## src/rtl/scroll_ctrl_pkg.sv

```systemverilog
// rtl/scroll_ctrl_pkg.sv - shared stream field layout, opcodes and state encodings for scroll_ctrl
//
// Purpose: common definitions imported by scroll_ctrl and scroll_accum.
//   Pixel stream word (26 bits): [25:20] colour payload, [19:10] YC, [9:0] XC.
//   Opcodes and FSM state encodings match the values exposed on cmd_op / state.
package scroll_ctrl_pkg;

    localparam int STR_W  = 26;
    localparam int XC_LSB = 0;
    localparam int XC_W   = 10;
    localparam int YC_LSB = 10;
    localparam int YC_W   = 10;
    localparam int DISP_W = 10;

    typedef enum logic [1:0] {
        SC_OP_START     = 2'b00,
        SC_OP_STOP      = 2'b01,
        SC_OP_SET_SPEED = 2'b10,
        SC_OP_HOME      = 2'b11
    } sc_op_e;

    typedef enum logic [1:0] {
        SC_ST_STOPPED = 2'b00,
        SC_ST_ACCEL   = 2'b01,
        SC_ST_CRUISE  = 2'b10,
        SC_ST_DECEL   = 2'b11
    } sc_state_e;

    function automatic logic [XC_W-1:0] stream_xc(input logic [STR_W-1:0] s);
        return s[XC_LSB +: XC_W];
    endfunction

    function automatic logic [YC_W-1:0] stream_yc(input logic [STR_W-1:0] s);
        return s[YC_LSB +: YC_W];
    endfunction

endpackage

```

## src/rtl/scroll_accum.sv

```systemverilog
// rtl/scroll_accum.sv - per-frame displacement accumulator with modulo-WRAP wrap
//
// Purpose: at each end-of-frame, disp += speed (mod WRAP) or disp is forced to 0 on home.
// Ports:
//   clk, reset        clock, synchronous active-high reset
//   eof               end-of-frame strobe (update enable)
//   home              force disp to 0 on this eof (no wrap reported)
//   speed             px/frame added this eof (speed in effect before the update)
//   disp              registered displacement, 0..WRAP-1
//   wrap_pulse        1-cycle flag, high in the cycle after an eof that wrapped
module scroll_accum
    import scroll_ctrl_pkg::*;
#(
    parameter int WRAP    = 640,
    parameter int SPEED_W = 4
) (
    input  logic               clk,
    input  logic               reset,
    input  logic               eof,
    input  logic               home,
    input  logic [SPEED_W-1:0] speed,
    output logic [DISP_W-1:0]  disp,
    output logic               wrap_pulse
);

    // One extra bit holds disp + speed before the modulo correction; since
    // speed < WRAP a single conditional subtract is enough.
    logic [DISP_W:0] sum;

    assign sum = {1'b0, disp} + (DISP_W + 1)'(speed);

    always_ff @(posedge clk) begin
        if (reset) begin
            disp       <= '0;
            wrap_pulse <= 1'b0;
        end else begin
            wrap_pulse <= 1'b0;
            if (eof) begin
                if (home) begin
                    disp <= '0;
                end else if (sum >= (DISP_W + 1)'(WRAP)) begin
                    disp       <= DISP_W'(sum - (DISP_W + 1)'(WRAP));
                    wrap_pulse <= 1'b1;
                end else begin
                    disp <= sum[DISP_W-1:0];
                end
            end
        end
    end

endmodule

```

## src/rtl/scroll_ctrl.sv

```systemverilog
// rtl/scroll_ctrl.sv - frame-synchronous scroll speed sequencer (top)
//
// Purpose: accepts START/STOP/SET_SPEED/HOME commands, ramps scroll speed one step
//   per frame toward the target and produces the per-frame X displacement.
//   All state changes happen on the end-of-visible-frame cycle.
// Ports:
//   px_clk, reset       pixel clock, synchronous active-high reset
//   RGBStr_i[25:0]      pixel stream; only XC/YC are used to detect end of frame
//   cmd_valid/cmd_ready command handshake; one command held pending until next eof
//   cmd_op[1:0]         00 START, 01 STOP, 10 SET_SPEED, 11 HOME
//   cmd_speed           operand for SET_SPEED
//   disp[9:0]           displacement, 0..WRAP-1
//   cur_speed           speed in effect
//   state[1:0]          00 STOPPED, 01 ACCEL, 10 CRUISE, 11 DECEL
//   frame_pulse         1-cycle pulse in the cycle after each eof update
//   wrap_pulse          1-cycle pulse with frame_pulse when disp wrapped
module scroll_ctrl
    import scroll_ctrl_pkg::*;
#(
    parameter int VISIBLECOLS   = 640,
    parameter int VISIBLEROWS   = 480,
    parameter int TAB_XSIZE     = 40,
    parameter int TILE_W        = 16,
    parameter int SPEED_W       = 4,
    parameter int SPEED_MAX     = 15,
    parameter int RAMP_STEP     = 1,
    parameter int DEFAULT_SPEED = 1
) (
    input  logic               px_clk,
    input  logic               reset,
    input  logic [STR_W-1:0]   RGBStr_i,
    input  logic               cmd_valid,
    output logic               cmd_ready,
    input  logic [1:0]         cmd_op,
    input  logic [SPEED_W-1:0] cmd_speed,
    output logic [DISP_W-1:0]  disp,
    output logic [SPEED_W-1:0] cur_speed,
    output logic [1:0]         state,
    output logic               frame_pulse,
    output logic               wrap_pulse
);

    localparam int WRAP = TAB_XSIZE * TILE_W;

    localparam logic [SPEED_W-1:0] STEP  = SPEED_W'(RAMP_STEP);
    localparam logic [SPEED_W-1:0] SPMAX = SPEED_W'(SPEED_MAX);

    sc_state_e          state_q, state_n, state_mid;
    logic [SPEED_W-1:0] cur_q, cur_n;
    logic [SPEED_W-1:0] tgt_q, tgt_n;
    logic [SPEED_W-1:0] set_q, set_n;
    logic               pend_valid;
    sc_op_e             pend_op;
    logic [SPEED_W-1:0] pend_speed;
    logic               home;
    logic               eof;
    logic               unused_rgb;

    assign eof = (stream_xc(RGBStr_i) == XC_W'(VISIBLECOLS - 1)) &&
                 (stream_yc(RGBStr_i) == YC_W'(VISIBLEROWS - 1));

    assign unused_rgb = ^RGBStr_i[STR_W-1:YC_LSB+YC_W];

    assign cmd_ready = !pend_valid;
    assign cur_speed = cur_q;
    assign state     = state_q;

    function automatic sc_state_e eval_state(input logic [SPEED_W-1:0] cur,
                                             input logic [SPEED_W-1:0] tgt);
        if (cur < tgt)      return SC_ST_ACCEL;
        else if (cur > tgt) return SC_ST_DECEL;
        else if (tgt == '0) return SC_ST_STOPPED;
        else                return SC_ST_CRUISE;
    endfunction

    // Move cur one RAMP_STEP toward tgt without overshooting it.
    function automatic logic [SPEED_W-1:0] ramp(input logic [SPEED_W-1:0] cur,
                                                input logic [SPEED_W-1:0] tgt);
        if (cur < tgt)      return ((tgt - cur) > STEP) ? cur + STEP : tgt;
        else if (cur > tgt) return ((cur - tgt) > STEP) ? cur - STEP : tgt;
        else                return cur;
    endfunction

    // Pending command: cleared by the eof that applies it. A command accepted on
    // an eof cycle finds the register empty, so it waits for the following eof.
    always_ff @(posedge px_clk) begin
        if (reset) begin
            pend_valid <= 1'b0;
            pend_op    <= SC_OP_START;
            pend_speed <= '0;
        end else if (eof && pend_valid) begin
            pend_valid <= 1'b0;
        end else if (cmd_valid && cmd_ready) begin
            pend_valid <= 1'b1;
            pend_op    <= sc_op_e'(cmd_op);
            pend_speed <= cmd_speed;
        end
    end

    always_ff @(posedge px_clk) begin
        if (reset) begin
            state_q     <= SC_ST_STOPPED;
            cur_q       <= '0;
            tgt_q       <= '0;
            set_q       <= SPEED_W'(DEFAULT_SPEED);
            frame_pulse <= 1'b0;
        end else begin
            state_q     <= state_n;
            cur_q       <= cur_n;
            tgt_q       <= tgt_n;
            set_q       <= set_n;
            frame_pulse <= eof;
        end
    end

    always_comb begin
        state_n   = state_q;
        state_mid = state_q;
        cur_n     = cur_q;
        tgt_n     = tgt_q;
        set_n     = set_q;
        home      = 1'b0;
        if (eof) begin
            // Step 1: apply the pending command.
            if (pend_valid) begin
                case (pend_op)
                    SC_OP_START: begin
                        tgt_n     = set_q;
                        state_mid = eval_state(cur_q, set_q);
                    end
                    SC_OP_STOP: begin
                        if (state_q != SC_ST_STOPPED) begin
                            tgt_n     = '0;
                            state_mid = SC_ST_DECEL;
                        end
                    end
                    SC_OP_SET_SPEED: begin
                        set_n = (pend_speed > SPMAX) ? SPMAX : pend_speed;
                        if (state_q != SC_ST_STOPPED) begin
                            tgt_n     = set_n;
                            state_mid = eval_state(cur_q, set_n);
                        end
                    end
                    default: home = 1'b1;
                endcase
            end
            // Step 2 (disp update with the old speed) lives in scroll_accum.
            // Step 3: ramp and settle the state once the target is reached.
            cur_n = ramp(cur_q, tgt_n);
            if (cur_n == tgt_n) state_n = (tgt_n != '0) ? SC_ST_CRUISE : SC_ST_STOPPED;
            else                state_n = state_mid;
        end
    end

    scroll_accum #(
        .WRAP    (WRAP),
        .SPEED_W (SPEED_W)
    ) u_accum (
        .clk        (px_clk),
        .reset      (reset),
        .eof        (eof),
        .home       (home),
        .speed      (cur_q),
        .disp       (disp),
        .wrap_pulse (wrap_pulse)
    );

endmodule

```

## config.mk

```make
export PLATFORM = sky130hd
export DESIGN_NAME = scroll_ctrl
export DESIGN_NICKNAME = d
export VERILOG_FILES = /design/src/rtl/scroll_ctrl_pkg.sv /design/src/rtl/scroll_accum.sv /design/src/rtl/scroll_ctrl.sv
export SDC_FILE = /design/constraint.sdc
export NUM_CORES = 1
export LEC_CHECK = 0
export ABC_AREA = 1
export CORE_ASPECT_RATIO = 1.1
export CORE_MARGIN = 5
export CORE_UTILIZATION = 25
export DETAILED_ROUTE_END_ITERATION = 10
export SYNTH_ARGS = -nofsm -noshare
export SYNTH_HDL_FRONTEND = slang
export SYNTH_SLANG_ARGS = --single-unit
```

## constraint.sdc

```tcl
create_clock -name px_clk -period 8.3 [get_ports px_clk]
set_clock_uncertainty 0.05 [all_clocks]
set_input_delay 0.83 -clock px_clk [delete_from_list [all_inputs] [get_ports px_clk]]
set_output_delay 0.83 -clock px_clk [all_outputs]
set_load 0.03 [all_outputs]
```

# [Yosys cells after proc, flatten, opt, wreduce, memory -nomap -nowiden]
# Index checks and enable logic that the tools add are counted.
[word_totals] regBits=33 in_bits=35
[classes] addsub=6 order_cmp=10 eq_ne=7 n_mux=29 n_bitwise=2 reduce_logical=17
[op_table] operator="$mux 4" n=10
[op_table] operator="$mux 2" n=11
[op_table] operator="$mux 10" n=2
[op_table] operator="$gt 4x4->1" n=3
[op_table] operator="$lt 4x4->1" n=3
[op_table] operator="$pmux 4 s3" n=1
[op_table] operator="$add 10x4->11" n=1
[op_table] operator="$ge 11x10->1 const B" n=1
[op_table] operator="$eq 10x10->1 const B" n=1
[op_table] operator="$eq 10x9->1 const B" n=1
[op_table] operator="$sub 10x10->10 const B" n=1
[op_table] operator="$gt 4x1->1 const B" n=2
[op_table] operator="$logic_not 4->1" n=2
[op_table] operator="$reduce_bool 4->1" n=2
[op_table] operator="$sub 4x4->4" n=2
[op_table] operator="$ne 3x3->1 const B" n=2
[op_table] operator="$pmux 2 s3" n=1
[op_table] operator="$reduce_or 3->1" n=2
[op_table] operator="$reduce_and 5->1" n=1
[op_table] operator="$add 4x1->4 const B" n=1
[op_table] operator="$eq 4x4->1" n=1
[op_table] operator="$gt 4x4->1 const B" n=1
[op_table] operator="$mux 1" n=4
[op_table] operator="$reduce_bool 2->1" n=2
[op_table] operator="10 further kinds" n=13

# [Longest topological paths before layout]
# Gate-level depths: netlist of the first run.
[depth] depth_word=15 mapped_depth=31 depth_no_buf=31

# [Hierarchy]
# From an unflattened synthesis of the first run, not the netlist that was laid out.
[unflattened] hier_cells=408 area_unflattened_um2=2801.4
[by_module_without_submodules] module="scroll_ctrl" instances=1 cells_each=293 area_each_um2=2000.7
[by_module_without_submodules] module="scroll_accum" instances=1 cells_each=115 area_each_um2=800.8

# [Worst setup path after synthesis of the first run]
# No wires, ideal clock.
[synth_timing] path_type="reg-to-reg" start="register pend_op[0]" end="register state_q[1] (netlist: state[1])" arrival_time_ns=3.275 required_time_ns=8.137 setup_slack_ns=4.862 path_stages_with_launch=30 n_path_buf=0 period_less_slack_ns=3.438 path_cell_list="dfxtp_1 -> inv_1 -> ha_1 -> inv_2 -> nand2_1 -> nand2_2 -> nand2_4 -> inv_1 -> o21ai_2 -> inv_1 -> ha_1 -> inv_1 -> fa_1 -> or2_1 -> a21oi_1 -> nand2_1 -> nand2_1 -> o21ai_1 -> nand2_1 -> nand2_1 -> inv_2 -> nand2_2 -> nand2_1 -> nand2_2 -> nor2_4 -> nand3_2 -> nand2_2 -> nand2_2 -> nor2_1 -> nor2_1"
[synth_via] elab_chain_cells=13 word_cells_on_any_way=28 classes_between="add/sub (2); order compare (4); eq/ne (5); mux (12); reduce/logical (5)"
[synth_rtl] element="start: declaration" line_no="scroll_ctrl.sv:53" rtl="sc_op_e pend_op;"
[synth_rtl] element="start signal: assignment" line_no="scroll_ctrl.sv:95" rtl="pend_op <= sc_op_e'(cmd_op);"
[synth_rtl] element="$eq 2x2->1, or another cell as far along" line_no="scroll_ctrl.sv:126" rtl="case (pend_op)"
[synth_rtl] element="$pmux 4 s3" line_no="scroll_ctrl.sv:126"
[synth_rtl] element="$mux 4" line_no="scroll_ctrl.sv:125" rtl="if (pend_valid) begin"
[synth_rtl] element="$mux 4" line_no="scroll_ctrl.sv:123" rtl="if (eof) begin"
[synth_rtl] element="$sub 4x4->4" line_no="scroll_ctrl.sv:80" rtl="else if (cur > tgt) return ((cur - tgt) > STEP) ? cur - STEP : tgt;"
[synth_rtl] element="$gt 4x1->1" line_no="scroll_ctrl.sv:80"
[synth_rtl] element="$mux 4 (2 in a row)" line_no="scroll_ctrl.sv:80"
[synth_rtl] element="$mux 4" line_no="scroll_ctrl.sv:79" rtl="if (cur < tgt) return ((tgt - cur) > STEP) ? cur + STEP : tgt;"
[synth_rtl] element="$mux 4" line_no="scroll_ctrl.sv:123"
[synth_rtl] element="$eq 4x4->1" line_no="scroll_ctrl.sv:150" rtl="if (cur_n == tgt_n) state_n = (tgt_n != '0) ? SC_ST_CRUISE : SC_ST_STOPPED;"
[synth_rtl] element="$ne 3x3->1 (no line), or another cell as far along"
[synth_rtl] element="$reduce_and 5->1 (no line)"
[synth_rtl] element="end signal: assignment" line_no="scroll_ctrl.sv:108" rtl="state_q <= state_n;"
[synth_rtl] element="end: declaration" line_no="scroll_ctrl.sv:48" rtl="sc_state_e state_q, state_n, state_mid;"
# Several ways; a longest one is shown, not always the timed one. The select of a mux whose other input is x is not followed.
# A chain may end at the register's enable or synchronous reset.

# [Final worst setup path of the first run]
# Ends and elaborated chain as after synthesis.

==> results of run 1 <==
[path summary, 6_finish.rpt]
kind | startpoint | slack (ns) | end | cells past startpoint
worst max-delay path | pend_op[0] | 4.29 | state[1] | 30
worst min-delay path | tgt_q[2] | 0.43 | tgt_q[2] | 2
worst max register to register | pend_op[0] | 4.29 | state[1] | 30
worst min register to register | tgt_q[2] | 0.43 | tgt_q[2] | 2
[through the flow]
stage               utilization, %  instances  hold slack, ns
floorplan                        -        394           0.401
global placement              31.0        582           0.418
detailed placement            31.0        582           0.427
CTS                           32.3        590           0.434
global route                  32.3        590           0.456
finish                        32.3        590           0.432
[logic make-up (layout without fill, tap and decap cells)]
group,count (synthesis),after routing,synth area share [%]
AO/OA/AOI/OAI,81,81,16.3
XOR/XNOR,12,12,3.85
adder cells (fa/ha/maj),27,27,12.9
buffers and inverters,66,115,9.59
flip-flops,33,33,24.2
AND/OR/NAND/NOR,175,175,33.0
[layout make-up]
class                      count  share of cell area, %
clock buffer                   6                   3.69
timing repair buffer          47                   13.5
clock inverter                 2                  0.287
multi-input combinational    295                   51.7
sequential                    33                   18.9
inverter                      60                   6.60
tap                          147                   5.27
[sequential cells by signal, summed over array words and instances, names as in the netlist]
name	flops
u_accum.disp	10
cur_speed	4
pend_speed	4
set_q	4
tgt_q	4
pend_op	2
state	2
frame_pulse	1
pend_valid	1
u_accum.wrap_pulse	1
[layout by cell type, fill, tap and decap left out, types with 3 or more instances in the layout]
cell type,Yosys,final
a21oi_1,40,40
clkbuf_16,0,5
clkdlybuf4s50_1,0,47
dfxtp_1,33,33
ha_1,25,25
inv_1,54,54
inv_2,4,4
nand2_1,79,79
nand2_2,10,10
nand2_4,5,5
nand3_1,30,30
nand3_2,4,4
nand4_1,10,10
nor2_1,17,17
nor3_1,5,5
o211ai_1,3,3
o21ai_0,25,25
o21ai_1,4,4
o21ai_2,3,3
xnor2_1,4,4
xor2_1,8,8
[routing by layer]
metal | share of wire [%] | track usage, %
met2 | 48 | 19.4
met5 | 0 | 0
met1 | 46 | 14.0
met4 | 1.9 | 4.29
met3 | 4.5 | 2.64
[critical path, delay by kind of cell (launching register included)]
| kind | cells | cell delay, ns |
|---|---|---|
| buffers and inverters | 6 | 0.52 |
| flip-flops | 1 | 0.33 |
| AO/OA/AOI/OAI | 3 | 0.45 |
| adder cells (fa/ha/maj) | 3 | 0.84 |
| AND/OR/NAND/NOR | 18 | 1.75 |
[power by group through the flow]
stage	clock (mW)	combinational [mW]	sequential [mW]
finish	0.176	0.0786	0.164
detailed placement	0	0.0788	0.167
floorplan	0	0.0552	0.166
global placement	0	0.0773	0.167
global route	0.192	0.0884	0.164
CTS	0.183	0.0791	0.164
==> impl_metrics.yaml, run 1 <==
clocking:
  clock_tree.root_cell: "clkbuf_16"
  htree_num_levels: 2
  clk_transition_reported_paths_ns: 0.05
  numCtsBuffers: 5
  cts-resized-gates: 0
  cts_setup_buffers: 0
  cts-root-to-sink-buffers: 2
  clock_sinks: 33
  clock_tree_from_tritoncts: "yes"
  holdBufCountCts: 0
  clock_latency_ns: 0.28
place:
  io_buffer_count: 47
  placement.setup.worst_slack_ns: 4.32
  dp_hpwl_um: 5710
  gp_congestion: 0.869
  dp_area_um2: 3350
setup_path:
  critical_path.startpoint_type: "register"
  arrival_ns: 4.17
  critical-path-max-stage-delay_ns: 0.40
  worstSetupEndpointType: "register"
  worstPathMaxFanout: 8
  crit_required_ns: 8.46
  criticalPathCategory: "register to register"
  crit_slowest_cell: "fa_1"
  critPathMostFrequentCell: "nand2_1"
die:
  floorplan.io_pins: 54
  die_area_um2: 13100
  floorplan.die.height_um: 120
  start_util_pct: 25.2
  core-area_um2: 10800
  die_x_um: 110
  placement_rows: 40
outcome:
  status: "finished, final reports clean"
route:
  route.detailed.vias_per_inst: 4.58
  first_pass_iteration_count_of_the_detailed_router: 4
  routed-via-count: 2702
  detail_route.iter0.violations: 91
  totalWireLength_um: 7180
  antenna_left: 0
  drt-wirelength-per-cell_um: 12.2
  drc: 0
timing:
  maxSlewHeadroom_pct: 20.7
  final-setup-viol-count: 0
  min_period_over_period_pct: 48.3
  timing.fmax_ghz: 0.250
  final_max_slew_viol_count: 0
  fin_tns_setup_ns: 0
  rsz0062_at_grt: "no"
  finalHoldViolations: 0
  min_period_ns: 4.01
  timing_worst_slew_pin_value_ns: 1.18
  setup_ws_ns: 4.29
hold_path:
  hold_crit_class: "register to register"
pwr:
  report.power.total_uw: 419
  internal_power_uw: 305
  seqPwrFrac_pct: 39.1
  clkPwrFrac_pct: 42.1
  vdd_ir_max_mv: 0.116
  total_power_density_per_cell_area_nw_per_um2: 120
  relative_contribution_of_combinational_cells_to_total_power_pct: 18.8
  leakage_power_of_the_design_nw: 1.52
  switching_share_pct: 27.2
  p_switching_uw: 114
logic_synthesis:
  synthesis.instances: 394
  synthesis.area_per_instance_um2: 6.92
  synth_cell_type_count: 42
  synth-async-reset-ratio_pct: 0
  synth_commonest_cells: "79 x nand2_1, 54 x inv_1, 40 x a21oi_1"
  biggest_area_consumer_among_synthesized_cells: "dfxtp_1"
  synth_edf_count: 0
  synth_ff_type: "dfxtp_1"
  synth_most_common_cell: "nand2_1"
  postSynthNetCount: 456
  synth.top_cell.area_share_pct: 24.2
  synth.cell_area_um2: 2730
  postSynthRegisterBits: 33
  synth-seq-area-share_pct: 24.2
  synth_top_cells_by_area: "dfxtp_1 24%, ha_1 11%, nand2_1 11%"
  synth-warning-count: 0
global_route:
  grt_antenna_before_repair: 0
  grt_util_all_layers_pct: 11.5
  overflow: 0
  first_pass_grt_wire_length_um: 12200
  grt_pass1_vias: 2639
  grt_start_max_net_pins: 22
layout:
  n_fill_cell: 1196
  postLayoutCellArea_um2: 3490
  layout-area-overhead-vs-synth_pct: 27.9
  insertedDiodeCount: 0
  num-nets-final: 504
  multi_input_area_um2: 1800
  ratio_of_cells_with_drive_above_1_in_the_final_layout_pct: 10.2
  final-seq-area_um2: 661
flow_run:
  cap_viol_max_count: 0
Note: power is estimated with default switching activity, not from simulation.
==> inputs of run 2 (changes only) <==
clock period = 4 ns   (was 8.3 ns; I/O delays follow)
==> run 2 against run 1 <==
Net effect: hold slack about the same; via count is 1.3% higher; register-to-register slack lost 3.9 ns; total power is 110% higher; count of clock-buffer cells in the layout is 1 higher; clock power grew 110%; critical path depth is 1 lower; core utilization increased by 0.72 points; critical endpoint unchanged; wire length rose by 2.7%; first-iteration DRC count grew 54%.
==> impl_metrics.yaml, run 2 (synthesis results as in run 1) <==
outcome:
  status: "finished, final reports clean"
die:
  floorplan.io_pins: 54
  placement_rows: 40
  floorplan.die.height_um: 120
  die_x_um: 110
  die_area_um2: 13100
  core-area_um2: 10800
  start_util_pct: 25.2
setup_path:
  crit_slowest_cell: "fa_1"
  crit_family: "simple AND/OR/NAND/NOR gates"
  worstRegToRegCells: 29
  critPathMostFrequentCell: "nand2_1"
  criticalPathCategory: "register to register"
  r2r_slack_ns: 0.35
  arrival_ns: 3.77
  critical_path.startpoint_type: "register"
  worstPathMaxFanout: 7
  path_buf_inv: 6
  critical-path-max-stage-delay_ns: 0.40
  worstReg2RegEnd: "state[1]"
  regToRegStartpoint: "pend_op[0]"
  worstSetupEndpointType: "register"
  crit_required_ns: 4.12
hold_path:
  min_to: "tgt_q[0]"
  hold_crit_class: "register to register"
  hp-start: "tgt_q[0]"
  holdPathStages: 2
layout:
  ratio_of_cells_with_drive_above_1_in_the_final_layout_pct: 12.4
  largest-register: "u_accum.disp"
  layout-area-overhead-vs-synth_pct: 30.8
  n_fill_cell: 1203
  most_common_cell_after_layout_fill_and_taps_aside: "nand2_1"
  fin_util_pct: 33.0
  most-common-layout-cells: "78 x nand2_1, 54 x inv_1, 47 x clkdlybuf4s50_1"
  insertedDiodeCount: 0
  flip_flop_count_of_the_largest_register_after_layout: 10
  num-nets-final: 513
route:
  totalWireLength_um: 7370
  drt-wirelength-per-cell_um: 12.3
  detail_route.iter0.violations: 140
  routed-via-count: 2738
  route.detailed.vias_per_inst: 4.57
  antenna_left: 0
  first_pass_iteration_count_of_the_detailed_router: 5
  drc: 0
pwr:
  leakage_power_of_the_design_nw: 1.56
  total_power_density_per_cell_area_nw_per_um2: 247
  vdd_ir_max_mv: 0.142
global_route:
  overflow: 0
  grt_util_all_layers_pct: 11.9
  grt_start_max_net_pins: 22
  first_pass_grt_wire_length_um: 12400
  grt_pass1_vias: 2657
  grt_antenna_before_repair: 0
clocking:
  clock_tree.root_cell: "clkbuf_16"
  htree_num_levels: 2
  clock_latency_ns: 0.28
  clk_transition_reported_paths_ns: 0.06
  clock_sinks: 33
  clock_tree_from_tritoncts: "yes"
  holdBufCountCts: 0
  numCtsBuffers: 5
  cts-root-to-sink-buffers: 2
timing:
  final-setup-viol-count: 0
  rsz0062_at_grt: "no"
  fin_tns_setup_ns: 0
  final_max_slew_viol_count: 0
  timing_worst_slew_pin_value_ns: 0.616
  maxSlewHeadroom_pct: 58.9
  timing.fmax_ghz: 0.274
  finalHoldViolations: 0
  min_period_over_period_pct: 91.2
  min_period_ns: 3.65
place:
  gp_congestion: 0.857
  io_buffer_count: 47
  dp_hpwl_um: 5710
flow_run:
  cap_viol_max_count: 0
[run 2: cell types whose count changed in the layout (fill, tap and decap cells not counted), sizes merged]
cell,previous run,this run
clkinvlp,0,1
clkbuf,6,7
buf,0,9
clkinv,2,0
[run 2: repair_timing]
action | 4_1_cts | 5_1_grt
endpoints found under the setup margin | 0 | 2
resized for setup | 0 | 3
buffers inserted | 0 | 2
[run 2: worst max path at each step]
stage,cells after the start,from,slack (ns),endpoint
after floorplan,29,pend_op[0],0.56,state[1]
after global placement,30,pend_op[0],0.31,state[1]
after detailed placement,29,pend_op[0],0.26,state[1]
after CTS,29,pend_op[0],0.23,state[1]
after global routing,29,pend_op[0],0.06,state[1]
final,29,pend_op[0],0.35,state[1]
[run 2: where the power goes]
part           internal [mW]  leakage, nW  switching, mW
sequential             0.334        0.267        0.00526
combinational         0.0709         1.23         0.0949
clock                  0.231       0.0641          0.143
total                  0.636         1.56          0.243
[run 2: worst min-delay path: cells and delay by family, from the launching register on]
kind	cells	cell delay (ns)
buffers and inverters	1	0.07
DFF	1	0.29
AOI/OAI and AO/OA	1	0.07
[run 2: layout make-up]
class	instances	area (um^2)	share of cell area, %
clock buffer	7	133	3.72
clock inverter	1	7.51	0.211
inverter	60	230	6.46
multi-input combinational	295	1810	50.8
sequential	33	661	18.5
tap	147	184	5.16
timing repair buffer	56	538	15.1
[run 2: per-stage QoR]
step	hold slack [ns]	cells	total power [mW]	worst slack [ns]	area (um^2)
finish	0.432	599	0.879	0.353	3570
global route	0.460	599	0.932	0.0590	3570
CTS	0.436	597	0.889	0.230	3540
detailed placement	0.428	589	0.511	0.261	3400
global placement	0.420	589	0.508	0.306	3400
floorplan	0.401	394	0.459	0.562	2730
[run 2: routing by layer]
metal	vias to the layer above	GRT usage [%]	share of wire, %
met5	-	0	0
met4	0	4.52	1.6
met3	9	2.42	5.1
met2	65	19.7	48
met1	1239	14.9	45
li1	1425	-	-
